[src/rtl/line_tool_pkg.sv]
// Shared types and constants for the line drawing tool.
package line_tool_pkg;

  // Width of a palette colour index on the canvas write port.
  localparam int unsigned COLOR_WIDTH = 8;

  // Line tool FSM: waiting for cursor motion, or walking a line one pixel per clock.
  typedef enum logic [0:0] {
    LineIdle,
    LineDraw
  } line_state_t;

endpackage

[src/rtl/line_tool_stepper.sv]
// One Bresenham step: from the current point and error term, produce the next point and error.
// Purely combinational so it can be exercised on its own.
module line_tool_stepper #(
  parameter int unsigned XW = 10,
  parameter int unsigned YW = 9,
  parameter int unsigned AW = 12
) (
  input  logic [XW-1:0]        cur_x_i,
  input  logic [YW-1:0]        cur_y_i,
  input  logic signed [AW-1:0] err_i,
  input  logic signed [AW-1:0] dx_i,     // |x1-x0|, non-negative
  input  logic signed [AW-1:0] dy_i,     // -|y1-y0|, non-positive
  input  logic                 sx_i,     // 1: x walks downwards
  input  logic                 sy_i,     // 1: y walks downwards
  output logic [XW-1:0]        next_x_o,
  output logic [YW-1:0]        next_y_o,
  output logic signed [AW-1:0] next_err_o
);

  logic signed [AW:0] e2;
  logic signed [AW:0] dx_ext;
  logic signed [AW:0] dy_ext;
  logic               step_x;
  logic               step_y;

  // Both axis decisions use the pre-step error term.
  always_comb begin
    e2         = $signed({err_i, 1'b0});
    dx_ext     = $signed({dx_i[AW-1], dx_i});
    dy_ext     = $signed({dy_i[AW-1], dy_i});
    step_x     = (e2 >= dy_ext);
    step_y     = (e2 <= dx_ext);
    next_err_o = err_i;
    next_x_o   = cur_x_i;
    next_y_o   = cur_y_i;
    if (step_x) begin
      next_err_o = next_err_o + dy_i;
      next_x_o   = sx_i ? (cur_x_i - XW'(1)) : (cur_x_i + XW'(1));
    end
    if (step_y) begin
      next_err_o = next_err_o + dx_i;
      next_y_o   = sy_i ? (cur_y_i - YW'(1)) : (cur_y_i + YW'(1));
    end
  end

endmodule

[src/rtl/line_tool.sv]
// Line drawing tool: joins successive pen-down cursor samples with gap-free lines,
// emitting one canvas pixel write per clock.
module line_tool
  import line_tool_pkg::*;
#(
  parameter int unsigned Width  = 640,
  parameter int unsigned Height = 480,
  localparam int unsigned XW    = $clog2(Width),
  localparam int unsigned YW    = $clog2(Height)
) (
  input  logic                   clk_i,
  input  logic                   rst_ni,
  input  logic                   enable_i,
  input  logic [XW-1:0]          cursor_x_i,
  input  logic [YW-1:0]          cursor_y_i,
  input  logic [COLOR_WIDTH-1:0] input_color_i,
  output logic [XW-1:0]          pixel_x_o,
  output logic [YW-1:0]          pixel_y_o,
  output logic [COLOR_WIDTH-1:0] pixel_color_o,
  output logic                   pixel_valid_o,
  output logic                   busy_o
);

  // Signed arithmetic width: one bit for sign, one for the doubled error term headroom.
  localparam int unsigned AW = ((XW > YW) ? XW : YW) + 2;

  line_state_t             state_q;
  logic                    pen_down_q;
  logic [XW-1:0]           last_x_q, cur_x_q, end_x_q, pixel_x_q;
  logic [YW-1:0]           last_y_q, cur_y_q, end_y_q, pixel_y_q;
  logic [COLOR_WIDTH-1:0]  color_q, pixel_color_q;
  logic                    pixel_valid_q;
  logic signed [AW-1:0]    err_q, dx_q, dy_q;
  logic                    sx_q, sy_q;

  logic signed [AW-1:0]    x0_s, x1_s, y0_s, y1_s, x_diff, y_diff;
  logic signed [AW-1:0]    load_dx, load_dy;
  logic                    load_sx, load_sy;
  logic                    at_last, at_end;
  logic [XW-1:0]           next_x;
  logic [YW-1:0]           next_y;
  logic signed [AW-1:0]    next_err;

  // Line setup from the last pen position to the current cursor.
  always_comb begin
    x0_s    = $signed({{(AW-XW){1'b0}}, last_x_q});
    x1_s    = $signed({{(AW-XW){1'b0}}, cursor_x_i});
    y0_s    = $signed({{(AW-YW){1'b0}}, last_y_q});
    y1_s    = $signed({{(AW-YW){1'b0}}, cursor_y_i});
    x_diff  = x1_s - x0_s;
    y_diff  = y1_s - y0_s;
    load_sx = x_diff[AW-1];
    load_sy = y_diff[AW-1];
    load_dx = load_sx ? -x_diff : x_diff;
    load_dy = load_sy ? y_diff : -y_diff;
    at_last = (cursor_x_i == last_x_q) && (cursor_y_i == last_y_q);
    at_end  = (cur_x_q == end_x_q) && (cur_y_q == end_y_q);
  end

  line_tool_stepper #(
    .XW (XW),
    .YW (YW),
    .AW (AW)
  ) u_stepper (
    .cur_x_i    (cur_x_q),
    .cur_y_i    (cur_y_q),
    .err_i      (err_q),
    .dx_i       (dx_q),
    .dy_i       (dy_q),
    .sx_i       (sx_q),
    .sy_i       (sy_q),
    .next_x_o   (next_x),
    .next_y_o   (next_y),
    .next_err_o (next_err)
  );

  // FSM, line walker and registered write port.
  always_ff @(posedge clk_i or negedge rst_ni) begin
    if (!rst_ni) begin
      state_q       <= LineIdle;
      pen_down_q    <= 1'b0;
      last_x_q      <= '0;
      last_y_q      <= '0;
      cur_x_q       <= '0;
      cur_y_q       <= '0;
      end_x_q       <= '0;
      end_y_q       <= '0;
      color_q       <= '0;
      err_q         <= '0;
      dx_q          <= '0;
      dy_q          <= '0;
      sx_q          <= 1'b0;
      sy_q          <= 1'b0;
      pixel_x_q     <= '0;
      pixel_y_q     <= '0;
      pixel_color_q <= '0;
      pixel_valid_q <= 1'b0;
    end else begin
      unique case (state_q)
        LineIdle: begin
          if (!enable_i) begin
            pen_down_q    <= 1'b0;
            pixel_valid_q <= 1'b0;
          end else if (!pen_down_q) begin
            // Fresh press: a single dot, and it becomes the anchor for the next line.
            pixel_x_q     <= cursor_x_i;
            pixel_y_q     <= cursor_y_i;
            pixel_color_q <= input_color_i;
            pixel_valid_q <= 1'b1;
            last_x_q      <= cursor_x_i;
            last_y_q      <= cursor_y_i;
            pen_down_q    <= 1'b1;
          end else if (at_last) begin
            pixel_valid_q <= 1'b0;
          end else begin
            cur_x_q       <= last_x_q;
            cur_y_q       <= last_y_q;
            end_x_q       <= cursor_x_i;
            end_y_q       <= cursor_y_i;
            color_q       <= input_color_i;
            dx_q          <= load_dx;
            dy_q          <= load_dy;
            sx_q          <= load_sx;
            sy_q          <= load_sy;
            err_q         <= load_dx + load_dy;
            pixel_valid_q <= 1'b0;
            state_q       <= LineDraw;
          end
        end
        LineDraw: begin
          pixel_x_q     <= cur_x_q;
          pixel_y_q     <= cur_y_q;
          pixel_color_q <= color_q;
          pixel_valid_q <= 1'b1;
          if (at_end) begin
            last_x_q   <= end_x_q;
            last_y_q   <= end_y_q;
            pen_down_q <= enable_i;
            state_q    <= LineIdle;
          end else begin
            cur_x_q <= next_x;
            cur_y_q <= next_y;
            err_q   <= next_err;
          end
        end
        default: state_q <= LineIdle;
      endcase
    end
  end

  // Outputs: write port is registered, busy follows the state directly.
  always_comb begin
    pixel_x_o     = pixel_x_q;
    pixel_y_o     = pixel_y_q;
    pixel_color_o = pixel_color_q;
    pixel_valid_o = pixel_valid_q;
    busy_o        = (state_q == LineDraw);
  end

endmodule

[config.mk]
export PLATFORM = sky130hd
export DESIGN_NAME = line_tool
export DESIGN_NICKNAME = d
export VERILOG_FILES = /design/src/rtl/line_tool_pkg.sv /design/src/rtl/line_tool_stepper.sv /design/src/rtl/line_tool.sv
export SDC_FILE = /design/constraint.sdc
export NUM_CORES = 1
export LEC_CHECK = 0
export BUFFER_PORTS_ARGS = -buffer_cell sky130_fd_sc_hd__buf_2
export CELL_PAD_IN_SITES_DETAIL_PLACEMENT = 1
export CELL_PAD_IN_SITES_GLOBAL_PLACEMENT = 1
export CORE_MARGIN = 5
export CORE_UTILIZATION = 48
export CTS_CLUSTER_SIZE = 10
export DETAILED_ROUTE_END_ITERATION = 6
export GPL_TIMING_DRIVEN = 0
export PLACE_DENSITY = 0.79
export SLEW_MARGIN = 25
export SYNTH_ARGS = -nofsm -noshare
export SYNTH_HDL_FRONTEND = slang
export SYNTH_SLANG_ARGS = --single-unit
[constraint.sdc]
create_clock -name clk_i -period 5.73 [get_ports clk_i]
set_input_delay 1.146 -clock clk_i [delete_from_list [all_inputs] [get_ports clk_i]]
set_output_delay 1.146 -clock clk_i [all_outputs]
set_load 0.02 [all_outputs]
== Yosys cells after proc, flatten, opt, wreduce, memory -nomap -nowiden ==
Cells that the tools add are included.
Widths: inputs -> output; s select.

* Divide/modulo/power cells: 0
* Multiply operators: 0
* Add/subtract/negate cells: 11
* Shift-type cells: 0
* Reduce and logical (&&, ||, !) cells: 8
* Bitwise logic cells: 2
* Muxes and demuxes: 47
* Equal/unequal tests: 12
* Order comparisons: 2

{| class="wikitable"
|+ Operator list
! cell !! number
|-
| $mux 12 || 8
|-
| $mux 10 || 9
|-
| $mux 9 || 9
|-
| $pmux 10 s2 || 3
|-
| $pmux 9 s2 || 3
|-
| $add 12x12->12 || 3
|-
| $pmux 12 s2 || 1
|-
| $eq 10x10->1 || 2
|-
| $eq 9x9->1 || 2
|-
| $mux 8 || 2
|-
| $pmux 8 s2 || 1
|-
| $ge 13x12->1 || 1
|-
| $le 13x12->1 || 1
|-
| $neg 10->12 || 1
|-
| $neg 11->12 || 1
|-
| $sub 10x10->11 || 1
|-
| $add 10x1->10 const B || 1
|-
| $ne 2x2->1 const B || 5
|-
| $reduce_and 5->1 || 2
|-
| $sub 10x1->10 const B || 1
|-
| $sub 9x9->10 || 1
|-
| $add 9x1->9 const B || 1
|-
| $sub 9x1->9 const B || 1
|-
| $mux 1 || 8
|-
| 7 further kinds || 14
|}

* Memories kept: 0
* Memory bits (writable): 0
* Register bits after elaboration: 133
* Bits in latches: 0
* Output and inout port bits: 29
* Word-level logic and storage cells: 100
* Memory bits (read-only): 0
* Input bits: 30

== Longest topological paths before layout ==
Gate-level depths: netlist of the first run.

* Depth in word-level cells: 8
* Depth in mapped cells: 20
* Mapped depth without buffers: 19

== Hierarchy ==
A second synthesis of the first run with hierarchy kept.

* Cells, all modules: 1,188
* Area total of the unflattened synthesis: 10,267.3 um2

{| class="wikitable"
|+ By module, submodules not included
! module !! seq. area each (um2) !! area an instance (um2) !! cells an instance !! times used
|-
| line_tool || 3,328.2 || 7,527.2 || 827 || 1
|-
| line_tool_stepper || 0.0 || 2,740.1 || 361 || 1
|}

== Worst setup path after synthesis of the first run ==
OpenSTA, ideal clock, no wires.

* Path type: input port to flip-flop
* Start: input cursor_x_i[0]
* End: register err_q[9]
* Setup slack: 773 ps
* Setup time: 99 ps
* Stages: 20
* Buffers on the path: 1
* Arrival: 4,857 ps
* Required time: 5,631 ps
* Path through: inv_1 > ha_1 > inv_1 > fa_1 > a21o_1 > a31o_1 > a31oi_4 > o21ai_2 > buf_1 > mux2i_1 > inv_1 > ha_1 > a211oi_1 > o21ai_0 > a211oi_1 > nor2_1 > o21a_1 > nor2_1 > xnor3_1 > a311oi_1

* Cells in the longest elaborated chain, start to end: 8
* Elaborated cells between the ends (all ways): 12
* Classes of those cells: add/sub: 3; eq/ne: 2; mux: 5; reduce/logical: 2

{| class="wikitable"
|+ Ends and longest elaborated chain
! what !! line !! source
|-
| start: declaration || line_tool.sv:14 || <nowiki>input logic [XW-1:0] cursor_x_i,</nowiki>
|-
| $sub 10x10->11 * || line_tool.sv:50 || <nowiki>x_diff = x1_s - x0_s;</nowiki>
|-
| $neg 11->12 || line_tool.sv:54 || <nowiki>load_dx = load_sx ? -x_diff : x_diff;</nowiki>
|-
| $mux 12 * || line_tool.sv:54 ||
|-
| via load_dx[1] || line_tool.sv:37 || <nowiki>logic signed [AW-1:0] load_dx, load_dy;</nowiki>
|-
| $add 12x12->12 * || line_tool.sv:125 || <nowiki>err_q <= load_dx + load_dy;</nowiki>
|-
| $mux 12 * || line_tool.sv:113 || <nowiki>end else if (at_last) begin</nowiki>
|-
| $mux 12 * || line_tool.sv:104 || <nowiki>end else if (!pen_down_q) begin</nowiki>
|-
| $mux 12 * || line_tool.sv:101 || <nowiki>if (!enable_i) begin</nowiki>
|-
| $pmux 12 s2 * || line_tool.sv:99 || <nowiki>unique case (state_q)</nowiki>
|-
| end signal: assignment || line_tool.sv:125 ||
|-
| end signal: assignment || line_tool.sv:143 || <nowiki>err_q <= next_err;</nowiki>
|-
| end: declaration || line_tool.sv:33 || <nowiki>logic signed [AW-1:0] err_q, dx_q, dy_q;</nowiki>
|}

Mark *: on every way through the listed nets, which the timed path passes. The rest lies on a longest branch. The select of a mux whose other input is x is not followed.
A chain may end at the register's enable or synchronous reset.

== Worst setup path after layout of the first run ==
Ends and elaborated chain as after synthesis.

==> summary.md, run 1 <==
| Metric | Value |
|---|---|
| Outcome | `completed` |
| Global router's overall resource usage | `27.67%` |
| Slack of the worst reg-to-reg path | `0.78 ns` |
| Max Cap Viol | `0` |
| Critical path class | `primary input to flop` |
| Last weighted congestion value of the routability-driven placer | `0.8936` |
| Total of endpoints with negative setup slack in the final report | `0` |
| Global Route met1 Usage | `34.11%` |
| Total number of vias | `9,093` |
| Leading register cell type out of synthesis | `dfrtp_1` |
| Post-layout nets | `1,378` |
| Minimum period implied by the final worst setup slack | `5.350 ns` |
| Cell with the largest stage delay on the worst path | `fa_1` |
| Number of buffer cells added on primary ports | `58` |
| Summed instance area of the synthesized netlist | `10,090 µm²` |
| Top Family by Delay on Critical Path | `compound AO/OA/AOI/OAI gates` |
| Final setup skew | `0.01116 ns` |
| Resized Gates After CTS | `0` |
| Sequence of cells on the critical path | `buf_2, inv_1, ha_1, inv_1, fa_1, a21o_1, a31o_1, a31oi_4, o21ai_2, buf_1, mux2i_4, inv_1, ha_1, a211oi_1, o21ai_0, a211oi_1, nor2_1, o21a_1, nor2_1, xnor3_1, a311oi_1` |
| Count of TritonRoute iterations in the first routing pass | `5` |
| Data arrival, critical path | `5.68 ns` |
| Average detailed-routed wire length per instance | `21.20 µm` |
| Die H | `155.0 µm` |
| Hold Violations, Final | `0` |
| Data required time at the worst endpoint | `6.06 ns` |
| Fill cell count | `2,527` |
| Worst path most repeated cell | `inv_1` |
| Later-pin clock latency in the skew report | `0.44 ns` |
| Relative area change from synthesis to final layout | `12.78%` |
| Pins over their slew limit | `0` |
| Antenna fix cells | `0` |
| Register area | `3328 µm²` |
| Level count of the clock H-tree | `4` |
| Starting density of the core | `48.31%` |
| Instance count of the mapped netlist | `1,169` |
| Number of cells after detailed placement | `1,503` |
| Post-detailed-placement cell area | `10,760 µm²` |
| Post-synthesis area per instance | `8.632 µm²` |
| Critical Path End Type | `flop` |
| Detailed placement HPWL | `24,440 µm` |
| Number of standard cells in the final layout excluding fillers | `1,535` |
| Post-synth cell types | `69` |
| Wire length of the first global-routing pass | `52,510 µm` |
| Min-Delay Path Class | `flop to flop` |
| Remaining Overflow, GRT | `0` |
| EDFF count, synth | `0` |
| Count of buffering cells on the critical path with inverters included | `5` |
| Achievable Freq | `186.9 MHz` |
| Critical path startpoint category | `primary input` |
| Transition time at the pin with the least slew margin | `1.076 ns` |
| RSZ-0062 raised after global routing | `false` |
| Placement Rows | `53` |
| Die area | `24,020 µm²` |
| Ys Warns | `0` |
| Most frequent standard cell in the layout excluding fill and tap cells | `nand2_1` |
| Number of global-route vias before repair | `9,617` |
| Most crowded layer after global routing | `met2` |
| Final routed DRC violation total | `0` |
| Number of CTS-inserted buffers | `17` |
| Normalized max-slew margin | `28.29%` |
| Fraction of layout cells with a size suffix above 1 | `9.524%` |
| Number of buffers between clock root and the deepest sink | `2` |
| Post-synthesis sequential area ratio | `32.98%` |
| Top-Level Pins | `59` |
| Number of antenna violations at the first check in global routing | `1` |
| Part of the cycle the worst path needs | `93.36%` |
| Clock tree from TritonCTS | `done` |
| Syn Nets | `1,300` |
| Hold buffers post-CTS | `0` |
| Critical path peak fanout | `10` |
| Wirelength, routed | `32,540 µm` |
| Number of buffers added for setup after CTS | `0` |
| Number of sinks driven by the clock tree | `133` |
| Crit-path max cell delay | `0.42 ns` |
| Total area of multi-input combinational cells | `6295 µm²` |
| DRC marker count from the first detailed-route iteration | `505` |
| Core area | `20,890 µm²` |
| Maximum number of pins on one net before global-route repair | `80` |
| Clock-pin transition on the worst setup and hold timing paths | `0.07 ns` |
| Highest-count cells in the layout ignoring fill and taps | `nand2_1, dfrtp_1, ha_1, a21oi_1, nor2_1` |
| Async set-or-reset flop fraction in the synthesized netlist | `100.0%` |
| Vias per inst | `5.924` |
| CTS Root Cell | `clkbuf_16` |
| Number of synthesized register bits | `133` |
| Post-DRT Antenna Nets | `0` |
| Met3 capacity usage during global routing | `3.978%` |
| Final instance area | `11,380 µm²` |
| Die X | `155.0 µm` |
| GR Util met2 | `49.58%` |
==> path summary, 6_finish.rpt <==
check	startpoint	cells past startpoint	to
max	cursor_x_i[0]	21	err_q[9]$_DFFE_PN0P_
max in group asynchronous	rst_ni	2	pixel_x_o[8]$_DFFE_PN0P_
min in group asynchronous	rst_ni	1	dx_q[11]$_DFFE_PN0P_
max reg2reg	err_q[5]$_DFFE_PN0P_	15	err_q[11]$_DFFE_PN0P_
min reg2reg	color_q[5]$_DFFE_PN0P_	2	color_q[5]$_DFFE_PN0P_
min	color_q[5]$_DFFE_PN0P_	2	color_q[5]$_DFFE_PN0P_
==> metal layers <==
layer | routed length [µm] | part of all wire [%] | up-vias
met2 | 16580 | 51 | 202
met3 | 1262 | 3.9 | 61
met5 | 11 | 0.034 | -
met4 | 903 | 2.8 | 2
li1 | - | - | 4257
met1 | 13780 | 42 | 4571
==> tightest hold or removal path: stages (launching register included) <==
cell and delay [ns]:
dfrtp_1 0.35, nand2_1 0.05, nand2_1 0.05
==> sequential cells by signal, indices dropped and copies added (netlist names), 8 cells and up <==
register / flops
pixel_x_o: 10
pixel_y_o: 9
err_q: 12
dy_q: 12
cur_x_q: 10
last_y_q: 9
cur_y_q: 9
end_x_q: 10
dx_q: 12
color_q: 8
pixel_color_o: 8
last_x_q: 10
end_y_q: 9
==> per-stage QoR <==
stage | hold WS, ns | utilization [%] | setup slack (ns) | TNS, ns
after global routing | 0.5140 | 54.48 | 0.01894 | 0
final | 0.4795 | 54.48 | 0.3804 | 0
after floorplan | 0.4460 | - | 0.7733 | 0
after detailed placement | 0.4672 | 51.52 | -0.1083 | -0.1083
after global placement | 0.4596 | 51.34 | 0.03269 | 0
after CTS | 0.4845 | 54.42 | 0.2575 | 0
==> layout make-up <==
type / instances / area share, %
tap: 275 / 3.023
buffer: 45 / 1.550
clock buffer: 18 / 3.859
clock inverter: 14 / 1.462
inverter: 81 / 2.672
multi-input combinational: 910 / 55.31
timing repair buffer: 59 / 2.880
sequential: 133 / 29.24
==> logic make-up (layout without fill, tap and decap cells) <==
family          Yosys count  count (layout)  share of synthesized area [%]
compound gates          288             288                          17.89
xor+xnor                 79              79                          7.068
fa+ha+maj               101             101                          13.04
buf+inv                 126             217                          4.761
flops                   133             133                          32.98
mux                      83              83                          8.493
simple gates            359             359                          15.76
==> synth_stat cells, types with 3 or more instances <==
cell type | instances | area [µm²]
nand2_1 | 164 | 615.6
nand2b_1 | 10 | 62.56
o21bai_1 | 6 | 45.04
mux2i_1 | 62 | 620.6
buf_1 | 3 | 11.26
inv_1 | 79 | 296.5
fa_1 | 7 | 140.1
a31oi_1 | 8 | 50.05
a21boi_0 | 5 | 37.54
nor4_1 | 5 | 31.28
a2111o_1 | 4 | 45.04
o31ai_1 | 5 | 37.54
or3_1 | 6 | 37.54
and3_1 | 3 | 18.77
o21ai_0 | 79 | 395.4
o31a_1 | 5 | 43.79
xnor2_1 | 58 | 508.0
clkbuf_1 | 41 | 153.9
mux2_2 | 18 | 202.7
nor2_1 | 87 | 326.6
a211oi_1 | 15 | 112.6
o21a_1 | 8 | 60.06
nor3b_1 | 3 | 22.52
mux2_1 | 3 | 33.78
nand3b_1 | 7 | 52.55
a211o_1 | 6 | 52.55
dfrtp_1 | 133 | 3328
nor3_1 | 23 | 115.1
ha_1 | 94 | 1176
o211ai_1 | 6 | 45.04
nand3_1 | 14 | 70.07
a21oi_1 | 92 | 460.4
xor2_1 | 19 | 166.4
nor2b_1 | 17 | 106.4
o21ai_1 | 3 | 15.01
a21o_1 | 18 | 135.1
nand4_1 | 12 | 75.07
Power of run 1 is left out: the tool's default activity adds up to more than one toggle a clock period on the data nets, which glitch-free logic cannot reach.
==> run 2, diff against run 1 <==
--- a/config.mk
+++ b/config.mk
@@ -5,15 +5,15 @@
 export SDC_FILE = /design/constraint.sdc
 export NUM_CORES = 1
 export LEC_CHECK = 0
-export BUFFER_PORTS_ARGS = -buffer_cell sky130_fd_sc_hd__buf_2
 export CELL_PAD_IN_SITES_DETAIL_PLACEMENT = 1
 export CELL_PAD_IN_SITES_GLOBAL_PLACEMENT = 1
 export CORE_MARGIN = 5
-export CORE_UTILIZATION = 48
-export CTS_CLUSTER_SIZE = 10
+export CORE_UTILIZATION = 50
+export CTS_CLUSTER_SIZE = 30
 export DETAILED_ROUTE_END_ITERATION = 6
+export DONT_BUFFER_PORTS = 1
 export GPL_TIMING_DRIVEN = 0
-export PLACE_DENSITY = 0.79
+export PLACE_DENSITY = 0.78
 export SLEW_MARGIN = 25
 export SYNTH_ARGS = -nofsm -noshare
 export SYNTH_HDL_FRONTEND = slang
==> run 2 against run 1 <==
Against the previous run: via count shrank 2.3%; worst hold slack worse by 0.077 ns; flip-flop and latch count did not move; register-to-register slack got worse by 0.03 ns; cell area down 3.2%; setup slack better by 0.025 ns; sequential share of layout area is 0.95 points higher; utilization grew 0.52 points; first-iteration DRC count rose by 8.1%; highest routed layer is now met4.
==> summary.md, run 2 (synthesis results as in run 1) <==
| Metric | Value |
|---|---|
| Detailed placement HPWL | `24,290 µm (was 24,440 µm)` |
| Number of buffers added for setup after CTS | `0 (unchanged)` |
| Top-Level Pins | `59 (unchanged)` |
| Die H | `152.1 µm (was 155.0 µm)` |
| Final-layout setup total negative slack | `0 ns (unchanged)` |
| Later-pin clock latency in the skew report | `0.44 ns (about the same)` |
| Total number of vias | `8,885 (was 9,093)` |
| Transition time at the pin with the least slew margin | `1.021 ns (was 1.076 ns)` |
| FF-to-FF Start | `last_x_q[4]$_DFFE_PN0P_ (was err_q[5]$_DFFE_PN0P_)` |
| Critical path peak fanout | `10 (unchanged)` |
| Number of CTS-inserted buffers | `17 (unchanged)` |
| Min-Delay Path Class | `primary input to asynchronous set/reset pin (was flop to flop)` |
| Remaining Overflow, GRT | `0 (unchanged)` |
| Number of buffers between clock root and the deepest sink | `2 (unchanged)` |
| Outcome | `completed (unchanged)` |
| Fill cell count | `2,480 (was 2,527)` |
| DRC marker count from the first detailed-route iteration | `546 (was 505)` |
| Worst setup path startpoint | `cursor_x_i[0] (unchanged)` |
| Relative area change from synthesis to final layout | `9.225% (was 12.78%)` |
| Number of sinks driven by the clock tree | `133 (unchanged)` |
| CTS Root Cell | `clkbuf_16 (unchanged)` |
| Core area | `20,040 µm² (was 20,890 µm²)` |
| Achievable Freq | `187.8 MHz (was 186.9 MHz)` |
| Count of TritonRoute iterations in the first routing pass | `5 (unchanged)` |
| Part of the cycle the worst path needs | `92.92% (was 93.36%)` |
| Hold buffers post-CTS | `0 (unchanged)` |
| Clock-pin transition on the worst setup and hold timing paths | `0.07 ns (about the same)` |
| Critical path class | `primary input to flop (unchanged)` |
| Post-DRT Antenna Nets | `0 (unchanged)` |
| Pins over their slew limit | `0 (unchanged)` |
| Critical Path End Type | `flop (unchanged)` |
| Starting density of the core | `50.36% (was 48.31%)` |
| Data required time at the worst endpoint | `6.05 ns (was 6.06 ns)` |
| Clock tree from TritonCTS | `done (unchanged)` |
| Normalized max-slew margin | `31.92% (was 28.29%)` |
| Die area | `23,120 µm² (was 24,020 µm²)` |
| WHS | `0.4024 ns (was 0.4795 ns)` |
| Wire length of the first global-routing pass | `52,530 µm (was 52,510 µm)` |
| Global router's overall resource usage | `28.42% (was 27.67%)` |
| Resized Gates After CTS | `0 (unchanged)` |
| RSZ-0062 raised after global routing | `false (unchanged)` |
| Fraction of layout cells with a size suffix above 1 | `4.996% (was 9.524%)` |
| Most frequent standard cell in the layout excluding fill and tap cells | `nand2_1 (unchanged)` |
| Vias per inst | `6.040 (was 5.924)` |
| Number of buffer cells added on primary ports | `0 (was 58)` |
| Placement Rows | `52 (was 53)` |
| Antenna fix cells | `0 (unchanged)` |
| Total of endpoints with negative setup slack in the final report | `0 (unchanged)` |
| Worst reg2reg path depth | `19 (was 15)` |
| Critical path startpoint category | `primary input (unchanged)` |
| Final routed DRC violation total | `0 (unchanged)` |
| Maximum number of pins on one net before global-route repair | `134 (was 80)` |
| Average detailed-routed wire length per instance | `22.24 µm (was 21.20 µm)` |
| Dpl ws | `0.02545 ns (was -0.1083 ns)` |
| Level count of the clock H-tree | `4 (unchanged)` |
| Minimum period implied by the final worst setup slack | `5.325 ns (was 5.350 ns)` |
| Wirelength, routed | `32,710 µm (was 32,540 µm)` |
| Number of global-route vias before repair | `9,411 (was 9,617)` |
| Last weighted congestion value of the routability-driven placer | `0.8918 (was 0.8936)` |
| Minimum setup slack in the final design | `0.4054 ns (was 0.3804 ns)` |
| Hold Violations, Final | `0 (unchanged)` |
| Core utilization of the finished layout | `55.00% (was 54.48%)` |
| Highest-count cells in the layout ignoring fill and taps | `nand2_1, dfrtp_1, ha_1, a21oi_1, nor2_1 (unchanged)` |
| Final setup skew | `0.01379 ns (was 0.01116 ns)` |
| Number of antenna violations at the first check in global routing | `0 (was 1)` |
| Data arrival, critical path | `5.64 ns (was 5.68 ns)` |
| Max Cap Viol | `0 (unchanged)` |
| Post-layout nets | `1,319 (was 1,378)` |
| Largest regs | `dx_q (12), dy_q (12), err_q (12) (unchanged)` |
| Die X | `152.1 µm (was 155.0 µm)` |
run 2: cell count changes in the layout (fill, tap and decap cells not counted), sizes merged:
| cell | before | now |
|---|---|---|
| buf | 63 | 4 |
| clkinv | 2 | 7 |
| clkbuf | 59 | 58 |
| clkinvlp | 3 | 1 |
| inv | 88 | 86 |
run 2: worst paths after layout:
path,slack (ns),to
setup / recovery,0.41,err_q[9]$_DFFE_PN0P_
hold / removal,0.40,last_x_q[3]$_DFFE_PN0P_
setup reg to reg,0.75,err_q[9]$_DFFE_PN0P_
hold reg to reg,0.48,color_q[2]$_DFFE_PN0P_
max in group asynchronous,5.14,err_q[11]$_DFFE_PN0P_
min in group clk_i,0.48,color_q[2]$_DFFE_PN0P_
run 2: cell type report:
cell class / instances / area, µm² / area share (%)
clock inverters: 15 / 167.7 / 1.521
multi-input cells: 910 / 6282 / 57.00
plain buffers: 45 / 176.4 / 1.601
inverters: 81 / 304.0 / 2.759
flip-flops and latches: 133 / 3328 / 30.20
clock buffers: 17 / 425.4 / 3.860
well taps: 270 / 337.8 / 3.065
run 2: critical path: stages:
cell,delay [ns]
inv_1,0.07
ha_1,0.18
inv_1,0.06
fa_1,0.39
a21o_1,0.25
a31o_1,0.26
a31oi_4,0.24
o21ai_2,0.10
buf_1,0.24
mux2i_1,0.40
inv_1,0.09
ha_1,0.33
a211oi_1,0.39
o21ai_0,0.23
a211oi_1,0.24
nor2_1,0.12
o21a_1,0.18
nor2_1,0.16
xnor3_1,0.24
a311oi_1,0.32
run 2: through the flow:
step                cell area, µm²  std cells
finish                       11020       1471
floorplan                    10090       1169
global placement             10430       1439
CTS                          11020       1471
detailed placement           10430       1439
global route                 11020       1471
run 2: metal layers:
metal | routed length, µm | global-route usage [%] | vias up
li1 | - | - | 4135
met1 | 13800 | 34.58 | 4500
met2 | 16520 | 50.47 | 193
met3 | 1307 | 5.034 | 57
met4 | 1081 | 10.32 | 0
met5 | 0 | 0 | -
Power of run 2 is left out for the same reason.
==> run 3, diff against run 2 <==
--- a/config.mk
+++ b/config.mk
@@ -17,4 +17,5 @@
 export SLEW_MARGIN = 25
 export SYNTH_ARGS = -nofsm -noshare
 export SYNTH_HDL_FRONTEND = slang
+export SYNTH_HIERARCHICAL = 1
 export SYNTH_SLANG_ARGS = --single-unit
==> run 3 against run 2 <==
Against the previous run: sequential share of layout area down 0.44 points; critical path type unchanged; clock skew up 0.00084 ns; final cell count up 1.3%; via count down 0.56%.
==> summary.md, run 3 <==
| Metric | Value |
|---|---|
| Count of TritonRoute iterations in the first routing pass | `4 (was 5)` |
| Sw power | `724.8 µW` |
| Leading area contributor after synthesis | `dfrtp_1 (unchanged)` |
| Number of standard cells in the final layout excluding fillers | `1,490 (was 1,471)` |
| Top Family by Delay on Critical Path | `compound AO/OA/AOI/OAI gates (unchanged)` |
| Power Density | `219.4 nW/µm²` |
| Resized Gates After CTS | `0 (unchanged)` |
| Switching part of the total power | `29.54%` |
| Part of the total power dissipated in sequential elements | `39.1%` |
| Die area | `23,500 µm² (was 23,120 µm²)` |
| Highest-count cells in the layout ignoring fill and taps | `nand2_1, dfrtp_1, a21oi_1, nor2_1, ha_1 (was nand2_1, dfrtp_1, ha_1, a21oi_1, nor2_1)` |
| Critical path startpoint category | `primary input (unchanged)` |
| Critical path peak fanout | `10 (unchanged)` |
| Pins over their slew limit | `0 (unchanged)` |
| EDFF count, synth | `0 (unchanged)` |
| Average detailed-routed wire length per instance | `22.16 µm (was 22.24 µm)` |
| Main area contributors after synthesis | `dfrtp_1, ha_1, mux2i_1 (unchanged)` |
| Data arrival, critical path | `5.75 ns (was 5.64 ns)` |
| Worst supply voltage drop on vdd | `0.2212 mV` |
| Top-Level Pins | `59 (unchanged)` |
| FF-to-FF Start | `last_x_q[0]$_DFFE_PN0P_ (was last_x_q[4]$_DFFE_PN0P_)` |
| Hold Violations, Final | `0 (unchanged)` |
| Number of buffers added for setup after CTS | `0 (unchanged)` |
| Part of the cycle the worst path needs | `95.42% (was 92.92%)` |
| Clock-pin transition on the worst setup and hold timing paths | `0.06 ns (was 0.07 ns)` |
| Placement Rows | `52 (unchanged)` |
| Number of sinks driven by the clock tree | `133 (unchanged)` |
| Number of global-route vias before repair | `9,306 (was 9,411)` |
| CTS Root Cell | `clkbuf_16 (unchanged)` |
| Post-synthesis sequential area ratio | `32.42% (was 32.98%)` |
| Summed instance area of the synthesized netlist | `10,270 µm² (was 10,090 µm²)` |
| Number of cells after detailed placement | `1,458 (was 1,439)` |
| Wire length of the first global-routing pass | `52,180 µm (was 52,530 µm)` |
| Largest regs | `dx_q (12), dy_q (12), err_q (12) (unchanged)` |
| Minimum period implied by the final worst setup slack | `5.468 ns (was 5.325 ns)` |
| Leakage | `0.005391 µW` |
| Total of endpoints with negative setup slack in the final report | `0 (unchanged)` |
| DRC marker count from the first detailed-route iteration | `448 (was 546)` |
| Final setup skew | `0.01464 ns (was 0.01379 ns)` |
| Global router's overall resource usage | `28.27% (was 28.42%)` |
| Portion of total power attributed to combinational logic | `16.7%` |
| Clock share of power | `44.1%` |
| Most frequent cell after synthesis | `nand2_1 (unchanged)` |
| Wirelength, routed | `33,010 µm (was 32,710 µm)` |
| Critical Path End Type | `flop (unchanged)` |
| Later-pin clock latency in the skew report | `0.43 ns (was 0.44 ns)` |
| Fraction of synthesized cell area taken by the top area cell type | `32.42% (was 32.98%)` |
| Worst reg2reg path depth | `20 (was 19)` |
| Worst path most repeated cell | `inv_1 (unchanged)` |
| Number of antenna violations at the first check in global routing | `0 (unchanged)` |
| Critical path class | `primary input to flop (unchanged)` |
| Total number of vias | `8,835 (was 8,885)` |
| Crit-path max cell delay | `0.48 ns (was 0.40 ns)` |
| Worst reg2reg path endpoint | `err_q[11]$_DFFE_PN0P_ (was err_q[9]$_DFFE_PN0P_)` |
| Post-synth cell types | `73 (was 69)` |
| Instance count of the mapped netlist | `1,188 (was 1,169)` |
| Core area | `20,230 µm² (was 20,040 µm²)` |
| Sequence of cells on the critical path | `inv_1, ha_1, inv_1, fa_1, a211oi_2, o21bai_1, a21oi_1, o21ai_1, clkbuf_1, mux2i_1, inv_1, ha_1, a21o_1, a21oi_1, o22ai_1, nor4_1, nor3_1, a31oi_1, nand2b_1, mux2i_1, a31oi_1 (was inv_1, ha_1, inv_1, fa_1, a21o_1, a31o_1, a31oi_4, o21ai_2, buf_1, mux2i_1, inv_1, ha_1, a211oi_1, o21ai_0, a211oi_1, nor2_1, o21a_1, nor2_1, xnor3_1, a311oi_1)` |
| Achievable Freq | `182.9 MHz (was 187.8 MHz)` |
| Detailed placement HPWL | `25,610 µm (was 24,290 µm)` |
| Post-synthesis area per instance | `8.643 µm² (was 8.632 µm²)` |
| Post-layout nets | `1,338 (was 1,319)` |
| Die X | `153.3 µm (was 152.1 µm)` |
| Most numerous cell types in the synthesized netlist | `nand2_1, dfrtp_1, a21oi_1 (was nand2_1, dfrtp_1, ha_1)` |
| Maximum number of pins on one net before global-route repair | `134 (unchanged)` |
| Starting density of the core | `50.74% (was 50.36%)` |
| RSZ-0062 raised after global routing | `false (unchanged)` |
| Number of CTS-inserted buffers | `17 (unchanged)` |
| Slack of the worst reg-to-reg path | `0.67 ns (was 0.75 ns)` |
| Number of buffers between clock root and the deepest sink | `2 (unchanged)` |
| Transition time at the pin with the least slew margin | `1.119 ns (was 1.021 ns)` |
| Antenna fix cells | `0 (unchanged)` |
| Cell with the largest stage delay on the worst path | `mux2i_1 (unchanged)` |
| Relative area change from synthesis to final layout | `8.933% (was 9.225%)` |
| Fraction of layout cells with a size suffix above 1 | `7.623% (was 4.996%)` |
| Last weighted congestion value of the routability-driven placer | `0.9308 (was 0.8918)` |
| Hold buffers post-CTS | `0 (unchanged)` |
| Die H | `153.3 µm (was 152.1 µm)` |
| Syn Nets | `1,319 (was 1,300)` |
| Min-Delay Path Class | `primary input to asynchronous set/reset pin (unchanged)` |
| Final instance area | `11,180 µm² (was 11,020 µm²)` |
| Post-detailed-placement cell area | `10,610 µm² (was 10,430 µm²)` |
| Ys Warns | `6 (was 0)` |
| Final routed DRC violation total | `0 (unchanged)` |
| Most frequent standard cell in the layout excluding fill and tap cells | `nand2_1 (unchanged)` |
| Remaining Overflow, GRT | `0 (unchanged)` |
| Count of buffering cells on the critical path with inverters included | `4 (unchanged)` |
| Number of synthesized register bits | `133 (unchanged)` |
| Cell internal power dissipation | `1729 µW` |
| Normalized max-slew margin | `25.39% (was 31.92%)` |
| Number of buffer cells added on primary ports | `0 (unchanged)` |
| Max Cap Viol | `0 (unchanged)` |
| Async set-or-reset flop fraction in the synthesized netlist | `100.0% (unchanged)` |
| Leading register cell type out of synthesis | `dfrtp_1 (unchanged)` |
| Post-DRT Antenna Nets | `0 (unchanged)` |
| Data required time at the worst endpoint | `6.01 ns (was 6.05 ns)` |
| Level count of the clock H-tree | `4 (unchanged)` |
| Clock tree from TritonCTS | `done (unchanged)` |
| Outcome | `completed (unchanged)` |
| Vias per inst | `5.930 (was 6.040)` |
==> run 3: through the flow <==
| stage | worst slack [ns] | hold WS [ns] | setup TNS, ns | util (%) | power, µW |
|---|---|---|---|---|---|
| global route | 0.01839 | 0.3995 | 0 | 55.27 | 2566 |
| detailed placement | -0.1493 | 0.4717 | -0.2833 | 52.45 | 1378 |
| floorplan | 0.8393 | 0.4460 | 0 | - | 1290 |
| CTS | 0.2429 | 0.4020 | 0 | 55.27 | 2466 |
| global placement | 0.01249 | 0.4599 | 0 | 52.41 | 1361 |
| finish | 0.2624 | 0.4212 | 0 | 55.27 | 2454 |
==> run 3: kinds of logic after synthesis <==
logic type / share of synthesized area [%]
adders and majority gates: 12.82
AOI/OAI and AO/OA: 16.24
muxes: 9.810
xor gates and xnor gates: 7.665
buffers and inverters: 4.570
and+or+nand+nor: 16.48
DFF: 32.42
==> run 3: cell type report <==
| class | count | area, µm² |
|---|---|---|
| plain buffers | 44 | 187.7 |
| clock buffers | 18 | 429.2 |
| clock inverters | 14 | 142.6 |
| fillers | 2414 | 9050 |
| inverters | 75 | 281.5 |
| multi-input cells | 936 | 6477 |
| flip-flops and latches | 133 | 3328 |
| well taps | 270 | 337.8 |
==> run 3: power groups by stage <==
stage	clock, µW	sequential [µW]	combinational (µW)
floorplan	0	974	315
global placement	0	978	383
detailed placement	0	978	400
CTS	1100	960	407
global route	1150	961	452
finish	1080	960	411
==> run 3: worst max path at each step <==
stage	startpoint	end	slack (ns)	cells past startpoint
after global routing	cursor_x_i[0]	err_q[11]$_DFFE_PN0P_	0.02	21
after floorplan	cursor_x_i[0]	err_q[9]$_DFFE_PN0P_	0.84	21
final	cursor_x_i[0]	err_q[11]$_DFFE_PN0P_	0.26	21
after global placement	cursor_x_i[0]	err_q[9]$_DFFE_PN0P_	0.01	21
after detailed placement	cursor_x_i[0]	err_q[9]$_DFFE_PN0P_	-0.15	21
after CTS	cursor_x_i[0]	err_q[9]$_DFFE_PN0P_	0.24	21
==> run 3: worst register-to-register path, cell delays in order, from the launching register on <==
cell and delay (ns):
dfrtp_1 0.40, ha_1 0.22, inv_1 0.07, fa_1 0.42, a211oi_2 0.38, o21bai_1 0.13, a21oi_1 0.22, o21ai_1 0.16
clkbuf_1 0.28, mux2i_1 0.48, inv_1 0.09, ha_1 0.31, a21o_1 0.19, a21oi_1 0.23, o22ai_1 0.15, nor4_1 0.23
nor3_1 0.15, a31oi_1 0.30, nand2b_1 0.17, mux2i_1 0.22, a31oi_1 0.11
==> run 3: per-layer routing <==
layer / wire length (µm) / part of all wire (%) / vias to the layer above / global-route usage [%]
met5: 0 / 0 / - / 0
met2: 16060 / 49 / 206 / 47.71
li1: - / - / 4161 / -
met1: 14210 / 43 / 4407 / 36.03
met3: 1766 / 5.3 / 61 / 6.277
met4: 983 / 3.0 / 0 / 9.291
Power figures use the tool's default switching activity.
